### src/rtl/ccd_frame_loader.sv
// ccd_frame_loader
// ----------------
// Sequences one grayscale image capture per CPU request and loads it into DMEM.
// After a CPU request it pulses the capture start and waits for the start of
// a whole frame. It then packs NPIX 12-bit pixels, sixteen per word, into
// 256-bit words and writes each word to DMEM as soon as it is complete.
// Completion is reported with a level oDONE that holds until the request drops.
//
// Parameters
//   BASE_ADDR  DMEM word address of pixel word 0 (BASE_ADDR + NPIX/16 - 1 <= 127)
//   NPIX       pixels per image, multiple of 16 (at most 1024 for the 10-bit counter)
//
// Ports
//   iCLK      single clock for pixel stream, CPU and DMEM
//   iRST      synchronous active-high reset
//   iENABLE   CPU capture request (level); dropping it aborts or acknowledges
//   iFVAL     frame valid from the capture stage
//   iDVAL     pixel valid for iDATA
//   iDATA     12-bit gray pixel
//   oSTART    one-cycle start pulse to the capture stage
//   oBUSY     high while arming or capturing
//   oDONE     image fully written (level)
//   oERR      one-cycle pulse when a frame ended short
//   oWREN     DMEM write enable (one cycle per word)
//   oWRADDR   DMEM word address, held between writes
//   oWRDATA   DMEM write data, held between writes
module ccd_frame_loader #(
  parameter int BASE_ADDR = 0,
  parameter int NPIX      = 784
) (
  input  logic         iCLK,
  input  logic         iRST,
  input  logic         iENABLE,
  input  logic         iFVAL,
  input  logic         iDVAL,
  input  logic [11:0]  iDATA,
  output logic         oSTART,
  output logic         oBUSY,
  output logic         oDONE,
  output logic         oERR,
  output logic         oWREN,
  output logic [6:0]   oWRADDR,
  output logic [255:0] oWRDATA
);

  localparam int         NWORDS    = NPIX / 16;
  localparam logic [9:0] LAST_PIX  = 10'(NPIX - 1);
  localparam logic [5:0] LAST_WORD = 6'(NWORDS - 1);
  localparam logic [6:0] BASE      = 7'(BASE_ADDR);

  typedef enum logic [1:0] {
    IDLE    = 2'd0,
    ARM     = 2'd1,
    CAPTURE = 2'd2,
    DONE    = 2'd3
  } state_t;

  state_t         state_reg, state_next;

  logic           fval_q;
  logic [9:0]     pix_cnt_reg;
  logic [5:0]     word_cnt_reg;
  logic           full_reg;       // last pixel taken; one more CAPTURE cycle while it is written
  logic [255:0]   pack_reg;
  logic [255:0]   pack_next;
  logic           start_reg;
  logic           err_reg;
  logic           wren_reg;
  logic [6:0]     wraddr_reg;
  logic [255:0]   wrdata_reg;

  logic           fval_rise;
  logic           fval_fall;
  logic           word_end;
  logic           last_pix;
  logic           accept;
  logic           start_next;
  logic           err_next;
  logic           wren_next;

  assign fval_rise = iFVAL & ~fval_q;
  assign fval_fall = ~iFVAL & fval_q;
  assign word_end  = (pix_cnt_reg[3:0] == 4'hF);
  assign last_pix  = (pix_cnt_reg == LAST_PIX);

  // ---------------------------------------------------------------------------
  // Next-state and control strobes
  // ---------------------------------------------------------------------------
  always_comb begin
    state_next = state_reg;
    accept     = 1'b0;
    start_next = 1'b0;
    err_next   = 1'b0;
    wren_next  = 1'b0;

    case (state_reg)
      IDLE: begin
        if (iENABLE) begin
          start_next = 1'b1;
          state_next = ARM;
        end
      end

      ARM: begin
        // iDVAL is deliberately ignored here, including the edge cycle.
        if (!iENABLE) begin
          state_next = IDLE;
        end else if (fval_rise) begin
          state_next = CAPTURE;
        end
      end

      CAPTURE: begin
        if (!iENABLE) begin
          // Abort: nothing new is accepted or written.
          state_next = IDLE;
        end else if (full_reg) begin
          // The final word is on the DMEM bus this cycle; report next cycle.
          state_next = DONE;
        end else begin
          accept    = iDVAL;
          wren_next = iDVAL & word_end;
          // A pixel arriving with the falling edge counts before the check,
          // so a frame whose last pixel coincides with the fall is complete.
          if (fval_fall && !(iDVAL && last_pix)) begin
            err_next   = 1'b1;
            state_next = ARM;
          end
        end
      end

      DONE: begin
        if (!iENABLE) begin
          state_next = IDLE;
        end
      end

      default: state_next = IDLE;
    endcase
  end

  // ---------------------------------------------------------------------------
  // Pack register lanes: the accepted pixel replaces its lane, others hold.
  // The write data is taken from pack_next so the word includes lane 15.
  // ---------------------------------------------------------------------------
  genvar gi;
  generate
    for (gi = 0; gi < 16; gi++) begin : g_lane
      assign pack_next[16*gi +: 16] =
        (accept && (pix_cnt_reg[3:0] == 4'(gi))) ? {4'b0000, iDATA}
                                                  : pack_reg[16*gi +: 16];
    end
  endgenerate

  // ---------------------------------------------------------------------------
  // State register
  // ---------------------------------------------------------------------------
  always_ff @(posedge iCLK) begin
    if (iRST) begin
      state_reg <= IDLE;
    end else begin
      state_reg <= state_next;
    end
  end

  // ---------------------------------------------------------------------------
  // Datapath and output registers
  // ---------------------------------------------------------------------------
  always_ff @(posedge iCLK) begin
    if (iRST) begin
      fval_q       <= 1'b0;
      pix_cnt_reg  <= '0;
      word_cnt_reg <= '0;
      full_reg     <= 1'b0;
      pack_reg     <= '0;
      start_reg    <= 1'b0;
      err_reg      <= 1'b0;
      wren_reg     <= 1'b0;
      wraddr_reg   <= '0;
      wrdata_reg   <= '0;
    end else begin
      fval_q    <= iFVAL;
      start_reg <= start_next;
      err_reg   <= err_next;
      wren_reg  <= wren_next;

      if (wren_next) begin
        wraddr_reg <= BASE + {1'b0, word_cnt_reg};
        wrdata_reg <= pack_next;
      end

      // Lanes are always overwritten before reuse, so no clear is needed.
      if (accept) begin
        pack_reg <= pack_next;
      end

      // Counters only live inside CAPTURE; any exit (done, abort, short
      // frame) restarts them from zero.
      if (state_next != CAPTURE) begin
        pix_cnt_reg  <= '0;
        word_cnt_reg <= '0;
        full_reg     <= 1'b0;
      end else if (accept) begin
        if (last_pix) begin
          full_reg <= 1'b1;
        end else begin
          pix_cnt_reg <= pix_cnt_reg + 10'd1;
        end
        if (word_end && (word_cnt_reg != LAST_WORD)) begin
          word_cnt_reg <= word_cnt_reg + 6'd1;
        end
      end
    end
  end

  assign oSTART  = start_reg;
  assign oBUSY   = (state_reg == ARM) || (state_reg == CAPTURE);
  assign oDONE   = (state_reg == DONE);
  assign oERR    = err_reg;
  assign oWREN   = wren_reg;
  assign oWRADDR = wraddr_reg;
  assign oWRDATA = wrdata_reg;

endmodule

### config.mk
export PLATFORM = sky130hd
export DESIGN_NAME = ccd_frame_loader
export DESIGN_NICKNAME = d
export VERILOG_FILES = /design/src/rtl/ccd_frame_loader.sv
export SDC_FILE = /design/constraint.sdc
export NUM_CORES = 1
export LEC_CHECK = 0
export ABC_CLOCK_PERIOD_IN_PS = 2700
export BUFFER_PORTS_ARGS = -buffer_cell sky130_fd_sc_hd__buf_2
export CAP_MARGIN = 20
export CORE_AREA = 3 3 184 186
export CTS_BUF_LIST = sky130_fd_sc_hd__clkbuf_4 sky130_fd_sc_hd__clkbuf_8 sky130_fd_sc_hd__clkbuf_16
export DETAILED_ROUTE_END_ITERATION = 7
export DIE_AREA = 0 0 187 189
export PLACE_DENSITY = 0.78
export SYNTH_ARGS = -nofsm -noshare
export SYNTH_HDL_FRONTEND = slang
export SYNTH_SLANG_ARGS = --single-unit
### constraint.sdc
create_clock -name iCLK -period 2.7 [get_ports iCLK]
set_input_delay 0.405 -clock iCLK [delete_from_list [all_inputs] [get_ports iCLK]]
set_output_delay 0.405 -clock iCLK [all_outputs]
set_load 0.01 [all_outputs]
After elaboration in Yosys (flattened, before gate mapping)
Index checks and enable logic that the tools add are counted.
{"block": "op_classes", "n_addsub": 2, "eq_ne": 21, "muxes": 32, "n_bitwise": 9, "n_reduce_logical": 29}
{"cell": "$mux W16", "n": 16}
{"cell": "$eq A4 B4 Y1 const B", "n": 8}
{"cell": "$logic_and A1 B1 Y1", "n": 19}
{"cell": "$eq A4 B3 Y1 const B", "n": 4}
{"cell": "$mux W2", "n": 7}
{"cell": "$add A10 B1 Y10 const B", "n": 1}
{"cell": "$eq A10 B10 Y1 const B", "n": 1}
{"cell": "$eq A4 B2 Y1 const B", "n": 2}
{"cell": "$mux W1", "n": 8}
{"cell": "$pmux W2 S4", "n": 1}
{"cell": "$add A6 B1 Y6 const B", "n": 1}
{"cell": "$ne A6 B6 Y1 const B", "n": 1}
{"cell": "$not A1 Y1", "n": 6}
{"cell": "$reduce_and A2 Y1", "n": 3}
{"cell": "$eq A2 B2 Y1 const B", "n": 2}
{"cell": "$eq A4 B1 Y1 const B", "n": 1}
{"cell": "$logic_not A4 Y1", "n": 1}
{"cell": "$reduce_or A2 Y1", "n": 2}
{"cell": "$reduce_or A4 Y1", "n": 1}
{"cell": "$and A1 B1 Y1", "n": 3}
{"cell": "$eq A2 B1 Y1 const B", "n": 1}
{"cell": "$logic_not A2 Y1", "n": 1}
{"cell": "$ne A2 B2 Y1 const B", "n": 1}
{"cell": "$logic_not A1 Y1", "n": 1}
{"cell": "$logic_or A1 B1 Y1", "n": 1}
{"block": "totals", "regBits": 541, "inputBits": 17, "wordCells": 104}

Longest topological paths before layout
Gate-level depths: netlist of run 1.
{"block": "depth", "depth_word": 10, "mapped_depth": 9, "ltp_nobuf": 7}

Worst setup path after synthesis of run 1
OpenSTA, ideal clock, no wires.
{"block": "synth_timing", "path_kind": "flip-flop to flip-flop", "start": "register state_reg[0]", "end": "register pack_reg[54]", "arrival_time_ns": 2.205, "required_time_ns": 2.572, "slack_ns": 0.367, "path_stages_with_launch": 9, "synth_period_minus_slack_ns": 2.333, "cell_sequence": "dfxtp_1 inv_1 ha_1 nand3_1 or3_1 nor3_2 buf_2 mux2i_1 nor2_1"}
{"block": "synth_between", "elab_chain_len": 4}
{"item": "start: declaration", "line_no": "58", "source": "state_t state_reg, state_next;"}
{"item": "start signal: assignment", "line_no": "162", "source": "state_reg <= state_next;"}
{"item": "$eq A2 B2 Y1 *", "line_no": "96", "source": "case (state_reg)"}
{"item": "$mux W1 *", "line_no": "96"}
{"item": "$logic_and A1 B1 Y1", "line_no": "150", "source": "(accept && (pix_cnt_reg[3:0] == 4'(gi))) ? {4'b0000, iDATA}"}
{"item": "$mux W16", "line_no": "150"}
{"item": "end signal: assignment", "line_no": "194", "source": "pack_reg <= pack_next;"}
{"item": "end: declaration", "line_no": "64", "source": "logic [255:0] pack_reg;"}
Mark *: on every way between the ends. The rest lies on a longest branch, timed or not.
A chain may end at the register's enable or synchronous reset.

Worst setup path after layout of run 1
{"block": "layout_timing", "start": "register state_reg[0]", "end": "register pack_reg[28]"}
Same word-level chain as after synthesis.

==> key figures, run 1 <==
Logic synthesis
  – Syn. warnings: 0
  – Post-Syn Area: 0.01803 sq mm
  – Gate count of the mapped netlist: 2138
  – Post-synth ARST share: 0
  – Netlist cell types: 42
  – Synth top area cells: dfxtp_1 58%, nand2_1 15%, a21oi_1 10%, clkbuf_1 3.2%, mux2i_1 2.7%
  – Post-synth EDFFs: 0
  – Most numerous cell in the Yosys netlist: nand2_1
  – Mapped Nets: 2166
  – Most frequent cells after synthesis: 716 x nand2_1, 525 x dfxtp_1, 359 x a21oi_1, 152 x clkbuf_1, 115 x nor2_1
  – #FFs+latches synth: 525
  – Top FF cell, synth: dfxtp_1
  – Syn avg cell area: 8.432 sq um
  – Post-synth top area share: 0.5830
  – Seq/Total Area, Yosys: 0.5830
  – Yosys top cell by area: dfxtp_1

Min path
  – Hold path startpoint: iFVAL
  – Hold WC Path Type: input pin to flip-flop

Setup path
  – Worst path bufs/invs: 2
  – RR Startpoint: state_reg[0]
  – Crit-path max FO: 16
  – Critical Path Sink Type: flip-flop
  – Reg2reg setup slack: 0.17 ns
  – Crit path kind: flip-flop to flip-flop
  – Crit path launch: state_reg[0]
  – Critical Path AT: 2.97 ns
  – CP max stage delay: 0.37 ns
  – CP Data Required Time: 3.14 ns
  – CP top delay family: simple AND/OR/NAND/NOR gates
  – Cell Chain, Critical Path: inv_1, ha_1, nand3_1, nor4_1, buf_4, nand2_1, and3_1
  – CP Launch Type: flip-flop
  – Slowest cell on the critical path: nor4_1

Clocking
  – CTS tree: yes
  – CTS clk-pin slew, worst paths: 0.07 ns
  – H-Tree Depth: 2
  – Worst-skew pair later-pin latency: 0.55 ns
  – Clock tree sinks: 525
  – CTS buffer count: 50
  – Clk root buf: clkbuf_16
  – Post-CTS sizing: 0
  – Max Root-Sink Buffers: 3
  – # Post-CTS Setup Buffers: 0
  – Hold-fix buffers, CTS: 0

Power and ir drop
  – VDD IR-drop max: 0.6313 mV
  – Clock group share of total power: 0.477
  – Leakage: 8.592 nW
  – Internal Power: 12.22 mW
  – Sequential Power Share: 0.504
  – Power Dens Cells: 714.5 mW/mm^2
  – Net Sw Frac: 0.2050
  – Combinational share of power: 0.018
  – Sw power: 3.151 mW

STA
  – Fin crit share: 0.9379
  – Skew final: 0.01131 ns
  – Fin crit period: 2.532 ns
  – Max Slew Vio Count: 0
  – Setup violators final: 0
  – Least-Margin Pin Slew: 0.7847 ns
  – RSZ-0062 raised after global routing: false
  – Slew HR: 0.4769
  – Setup TNS: 0 ns
  – Final Hold Fails: 0
  – Fmax: 0.3949 GHz

Global routing
  – Tot GR Track Use: 0.2604
  – Largest net degree at the start of global routing: 175
  – Initial antenna violation count: 0
  – First-pass GRT wire length: 75.43 mm
  – Vias in the first global route: 14477
  – GRT overflow: 0

Placement
  – Placer Congestion: 0.8301
  – HPWL Detailed: 29.12 mm
  – Placed cell areas: 0.01971 sq mm
  – Port bufs: 283

Final layout
  – Largest register FFs: 256
  – Final instance area: 0.02151 sq mm
  – Fin nets: 2365
  – # diodes: 0
  – Fraction of layout cells with a size suffix above 1: 0.1742
  – Area Growth Syn to Fin: 19.30%
  – Multi-input gate area in the final layout: 0.006875 sq mm
  – Fillers: 2675
  – Sequential cell area: 0.01051 sq mm

Job
  – MaxCap Viol Count: 0

Drt
  – Via count: 15176
  – Post-route ant nets: 0
  – Drt pass-1 iters: 6
  – Routed wl met2: 22.06 mm
  – 1st-iter DRT viols: 1412
  – Met1 WL: 19.88 mm
  – DR WL/cell: 16.92 um
  – DR WL met3: 4.171 mm
  – Drc violations: 0
  – Top Metal Used: met4
  – Via density: 5.385
  – Final wirelength: 47.68 mm

Floorplan
  – Initial Utilization: 0.5555
  – Die Y: 189 um
  – Die X: 187 um
  – Core ar.: 0.03245 sq mm
  – Ports: 285
  – DIE AREA: 0.03534 sq mm
  – Row cnt: 66

Outcome
  – Outcome: finished clean
==> power by group through the flow <==
stage | logic (mW) | registers (mW) | clock network [mW]
2_1_floorplan | 0.155 | 7.92 | 0
6_report | 0.282 | 7.75 | 7.33
4_1_cts | 0.275 | 7.75 | 7.44
3_3_place_gp | 0.271 | 7.92 | 0
5_1_grt | 0.294 | 7.75 | 7.74
3_5_place_dp | 0.274 | 7.92 | 0
==> worst paths after layout <==
path,endpoint,cells past startpoint
setup / recovery,pack_reg[28],7
hold / removal,fval_q,3
setup reg to reg,pack_reg[28],7
hold reg to reg,oWRDATA[108],2
==> cells in the final DEF (no fill, tap or decap), drive strengths merged, types with 2 or more instances in the layout <==
| cell type | n |
|---|---|
| o21ai | 2 |
| inv | 10 |
| or3 | 2 |
| nand3 | 15 |
| nor3b | 11 |
| clkbuf | 73 |
| and2 | 29 |
| a22oi | 4 |
| clkinv | 11 |
| xor2 | 4 |
| mux2i | 49 |
| nor4 | 3 |
| xnor2 | 6 |
| buf | 311 |
| o211ai | 2 |
| bufinv | 4 |
| nand4 | 6 |
| nor2 | 115 |
| nand2 | 716 |
| nor3 | 10 |
| dfxtp | 525 |
| a21oi | 359 |
| ha | 11 |
| clkinvlp | 3 |
| and3 | 40 |
| a211oi | 39 |
| nand3b | 2 |
| nand2b | 3 |
==> per-stage QoR <==
step / utilization / power, mW / cells / worst slack (ns) / hold slack [ns]
after floorplan: - / 8.080 / 2138 / 0.3671 / 0.4271
after global placement: 0.6073 / 8.195 / 2727 / 0.3456 / 0.4333
after detailed placement: 0.6073 / 8.198 / 2727 / 0.1928 / 0.4390
after CTS: 0.6622 / 15.47 / 2818 / 0.06961 / 0.1540
after global routing: 0.6627 / 15.78 / 2818 / 0.01037 / 0.1823
final: 0.6627 / 15.37 / 2818 / 0.1677 / 0.1838
==> cells by family after synthesis <==
| family | Yosys count | share of synthesized area |
|---|---|---|
| and+or+nand+nor | 956 | 0.2168 |
| DFF | 525 | 0.5830 |
| AOI/OAI and AO/OA | 411 | 0.1221 |
| buffers and inverters | 174 | 0.03762 |
| muxes | 50 | 0.02783 |
| adders and majority gates | 11 | 0.007635 |
| xor gates and xnor gates | 10 | 0.004858 |
| other | 1 | 0.0002080 |
==> metal layers <==
layer  vias to the layer above  GRT usage
met4                         0    0.09654
met3                       109    0.05721
met1                      7128     0.3425
met5                         -          0
li1                       7350          -
met2                       589     0.4245
==> worst reg2reg max path, cell delays in order (launching register included) <==
cell,delay (ns)
dfxtp_1,0.36
inv_1,0.16
ha_1,0.33
nand3_1,0.24
nor4_1,0.37
buf_4,0.24
nand2_1,0.35
and3_1,0.37
==> final cells by class <==
cell class	count	area share
Clock buffer	73	0.07330
Tap cell	442	0.02571
Sequential cell	525	0.4887
Multi-Input combinational cell	1439	0.3197
Clock inverter	18	0.009541
Timing Repair Buffer	311	0.08133
Inverter	10	0.001745
Note: power is estimated with default switching activity, not from simulation.
==> run 2, diff against run 1 <==
- ABC_CLOCK_PERIOD_IN_PS: 2700 -> 2300
- CORE_AREA: 3 3 184 186 -> 3 3 194 196
- DIE_AREA: 0 0 187 189 -> 0 0 197 199
- PLACE_DENSITY: 0.78 -> 0.74
- clock period: 2.7 -> 2.3 ns (I/O delays scaled with it)
==> run 2 against run 1 <==
Against the previous run: combinational power grew 24%; critical endpoint is now pack_reg[53]; via count grew 1.2%; first-iteration DRC count shrank 16%; cell count grew 2.7%; global-route usage shrank 1.9 points; count of clock-buffer cells in the layout grew 3; hold slack lost 0.12 ns; routed wire length grew 2.5%.
==> key figures, run 2 (synthesis gave the netlist of run 1 again) <==
Floorplan
  – Die X: 197 um (+5.3%)
  – Initial Utilization: 0.4972 (-0.05831)
  – Ports: 285 (unchanged)
  – DIE AREA: 0.03920 sq mm (+11%)
  – Row cnt: 70 (+6.1%)
  – Die Y: 199 um (+5.3%)
  – Core ar.: 0.03626 sq mm (+12%)

Setup path
  – CP Launch Type: flip-flop
  – Crit-path max FO: 16 (unchanged)
  – RR Startpoint: state_reg[0]
  – CP max stage delay: 0.44 ns (+0.07 ns)
  – Critical Path AT: 2.72 ns (-0.25 ns)
  – Critical Path Sink Type: flip-flop
  – Reg2reg end: pack_reg[53]
  – Reg2reg setup slack: 0.04 ns (-0.13 ns)
  – Crit path kind: flip-flop to flip-flop
  – Cell Chain, Critical Path: inv_1, ha_1, buf_4, nand3_1, or3_1, nor3_4, buf_12, mux2i_1, nor2_1
  – CP Data Required Time: 2.76 ns (-0.38 ns)
  – Slowest cell on the critical path: or3_1
  – Worst reg2reg path depth: 9 (+2)

Power and ir drop
  – Sw power: 3.870 mW (+23%)
  – Sequential Power Share: 0.496 (-0.008)
  – Clock group share of total power: 0.485 (+0.008)
  – Power Dens Cells: 831.4 mW/mm^2 (+16%)
  – VDD IR-drop max: 0.5945 mV (-5.8%)
  – Power consumption: 18.34 mW (+19%)
  – Internal Power: 14.47 mW (+18%)
  – Leakage: 8.842 nW (+2.9%)
  – Combinational share of power: 0.019 (about the same)
  – Net Sw Frac: 0.2111 (+0.006037)

Final layout
  – Most frequent cells in the layout: 716 x nand2_1, 525 x dfxtp_1, 359 x a21oi_1, 282 x buf_2, 115 x nor2_1
  – Fin nets: 2409 (+1.9%)
  – Non-Filler Instances: 2893 (+2.7%)
  – Area Growth Syn to Fin: 22.33%
  – Largest register FFs: 256 (unchanged)
  – Post-layout util: 0.6082 (-0.05452)
  – Most common cell after layout, fill and taps aside: nand2_1
  – Fraction of layout cells with a size suffix above 1: 0.1905 (+0.01627)
  – # diodes: 0 (unchanged)

Clocking
  – Max Root-Sink Buffers: 3 (unchanged)
  – CTS clk-pin slew, worst paths: 0.07 ns (about the same)
  – H-Tree Depth: 2 (unchanged)
  – Clk root buf: clkbuf_16
  – Clock tree sinks: 525 (unchanged)
  – CTS buffer count: 53 (+6.0%)
  – Hold-fix buffers, CTS: 0 (unchanged)
  – CTS tree: yes
  – Worst-skew pair later-pin latency: 0.59 ns (+0.04 ns)

Drt
  – Via density: 5.306 (-1.5%)
  – Final wirelength: 48.88 mm (+2.5%)
  – DR WL/cell: 16.90 um (-0.13%)
  – Post-route ant nets: 0 (unchanged)
  – Drt pass-1 iters: 5 (-1)
  – 1st-iter DRT viols: 1192 (-16%)
  – Drc violations: 0 (unchanged)
  – Via count: 15351 (+1.2%)

Min path
  – Hold path startpoint: iFVAL
  – Hold path endpoint: fval_q
  – Hold path cells: 3 (unchanged)
  – Hold WC Path Type: input pin to flip-flop

STA
  – Fin crit share: 0.9834 (+0.04547)
  – Max Slew Vio Count: 0 (unchanged)
  – Least-Margin Pin Slew: 0.7035 ns (-0.08119 ns)
  – Skew final: 0.01615 ns (+0.004837 ns)
  – RSZ-0062 raised after global routing: true
  – Final Hold Fails: 0 (unchanged)
  – Fmax: 0.4421 GHz (+12%)
  – Setup violators final: 0 (unchanged)
  – Fin crit period: 2.262 ns (-0.2706 ns)
  – Worst hold slack: 0.06696 ns (-0.1168 ns)
  – Post-route setup slack: 0.03829 ns (-0.1294 ns)
  – Slew HR: 0.5310 (+0.05412)

Global routing
  – First-pass GRT wire length: 76.10 mm (+0.89%)
  – Largest net degree at the start of global routing: 119 (-32%)
  – Initial antenna violation count: 0 (unchanged)
  – GRT overflow: 0 (unchanged)
  – Vias in the first global route: 14363 (-0.79%)
  – Tot GR Track Use: 0.2416 (-0.01883)

Placement
  – HPWL Detailed: 31.01 mm (+6.5%)
  – Placement Setup Slack: -0.05747 ns (-0.2503 ns)
  – Port bufs: 283 (unchanged)
  – Placer Congestion: 0.8314 (+0.16%)
  – Dpl cells: 2793 (+2.4%)

Outcome
  – Outcome: finished clean

Job
  – MaxCap Viol Count: 0 (unchanged)
run 2: cell types whose count changed in the layout (fill, tap and decap cells not counted), moves of 2 or more:
cell,before,now
buf_12,9,20
buf_4,19,47
clkinvlp_4,3,6
clkinv_8,0,2
clkinv_4,2,0
clkbuf_8,16,10
clkbuf_4,4,13
buf_6,0,2
run 2: metal layers:
metal,share of wire,global-route usage,wire (um)
met4,0.029,0.08342,1431
met3,0.077,0.05810,3745
met1,0.43,0.3186,21120
met5,0,0,0
met2,0.46,0.3917,22590
run 2: how the worst max path moves through the flow:
stage / startpoint / end / slack (ns) / cells after the start
floorplan: state_reg[0] / pack_reg[54] / 0.09 / 8
global placement: pix_cnt_reg[6] / pix_cnt_reg[2] / 0.001 / 5
detailed placement: pix_cnt_reg[6] / pix_cnt_reg[2] / -0.06 / 5
CTS: pix_cnt_reg[6] / pix_cnt_reg[3] / 0.05 / 5
global route: state_reg[0] / pack_reg[95] / -0.11 / 9
finish: state_reg[0] / pack_reg[53] / 0.04 / 9
run 2: final cells by class:
class | instances | area (sq um)
Inverter | 10 | 37.54
Timing Repair Buffer | 352 | 2202
Tap cell | 468 | 585.6
Fill cell | 3172 | 14210
Clock buffer | 76 | 1562
Clock inverter | 23 | 281.5
Multi-Input combinational cell | 1439 | 6874
Sequential cell | 525 | 10510
run 2: stage by stage:
stage | setup TNS [ns] | instance area (sq um)
6_report | 0 | 22050
5_1_grt | -6.069 | 22050
4_1_cts | 0 | 22020
3_5_place_dp | -0.1137 | 20180
3_3_place_gp | 0 | 20180
2_1_floorplan | 0 | 18030
run 2: power by group through the flow:
stage | logic, mW | registers [mW] | clock network (mW)
floorplan | 0.182 | 9.30 | 0
global route | 0.371 | 9.10 | 9.40
finish | 0.350 | 9.10 | 8.88
CTS | 0.346 | 9.10 | 9.05
global placement | 0.339 | 9.30 | 0
detailed placement | 0.345 | 9.30 | 0
run 2: timing repair:
| action | in CTS | in global routing |
|---|---|---|
| resized for setup | 1 | 4 |
| endpoints found under the hold margin | 0 | 0 |
| pin swaps | 0 | 1 |
| setup endpoints to repair | 4 | 135 |
| setup buffers | 0 | 1 |
| gates cloned | 0 | 0 |
run 2: worst max-delay path: cells and delay by family, from the launching register on:
family | cells | cell delay, ns
buffers and inverters | 3 | 0.50
adder cells (fa/ha/maj) | 1 | 0.19
flip-flops | 1 | 0.35
AND/OR/NAND/NOR | 4 | 0.85
multiplexers | 1 | 0.24
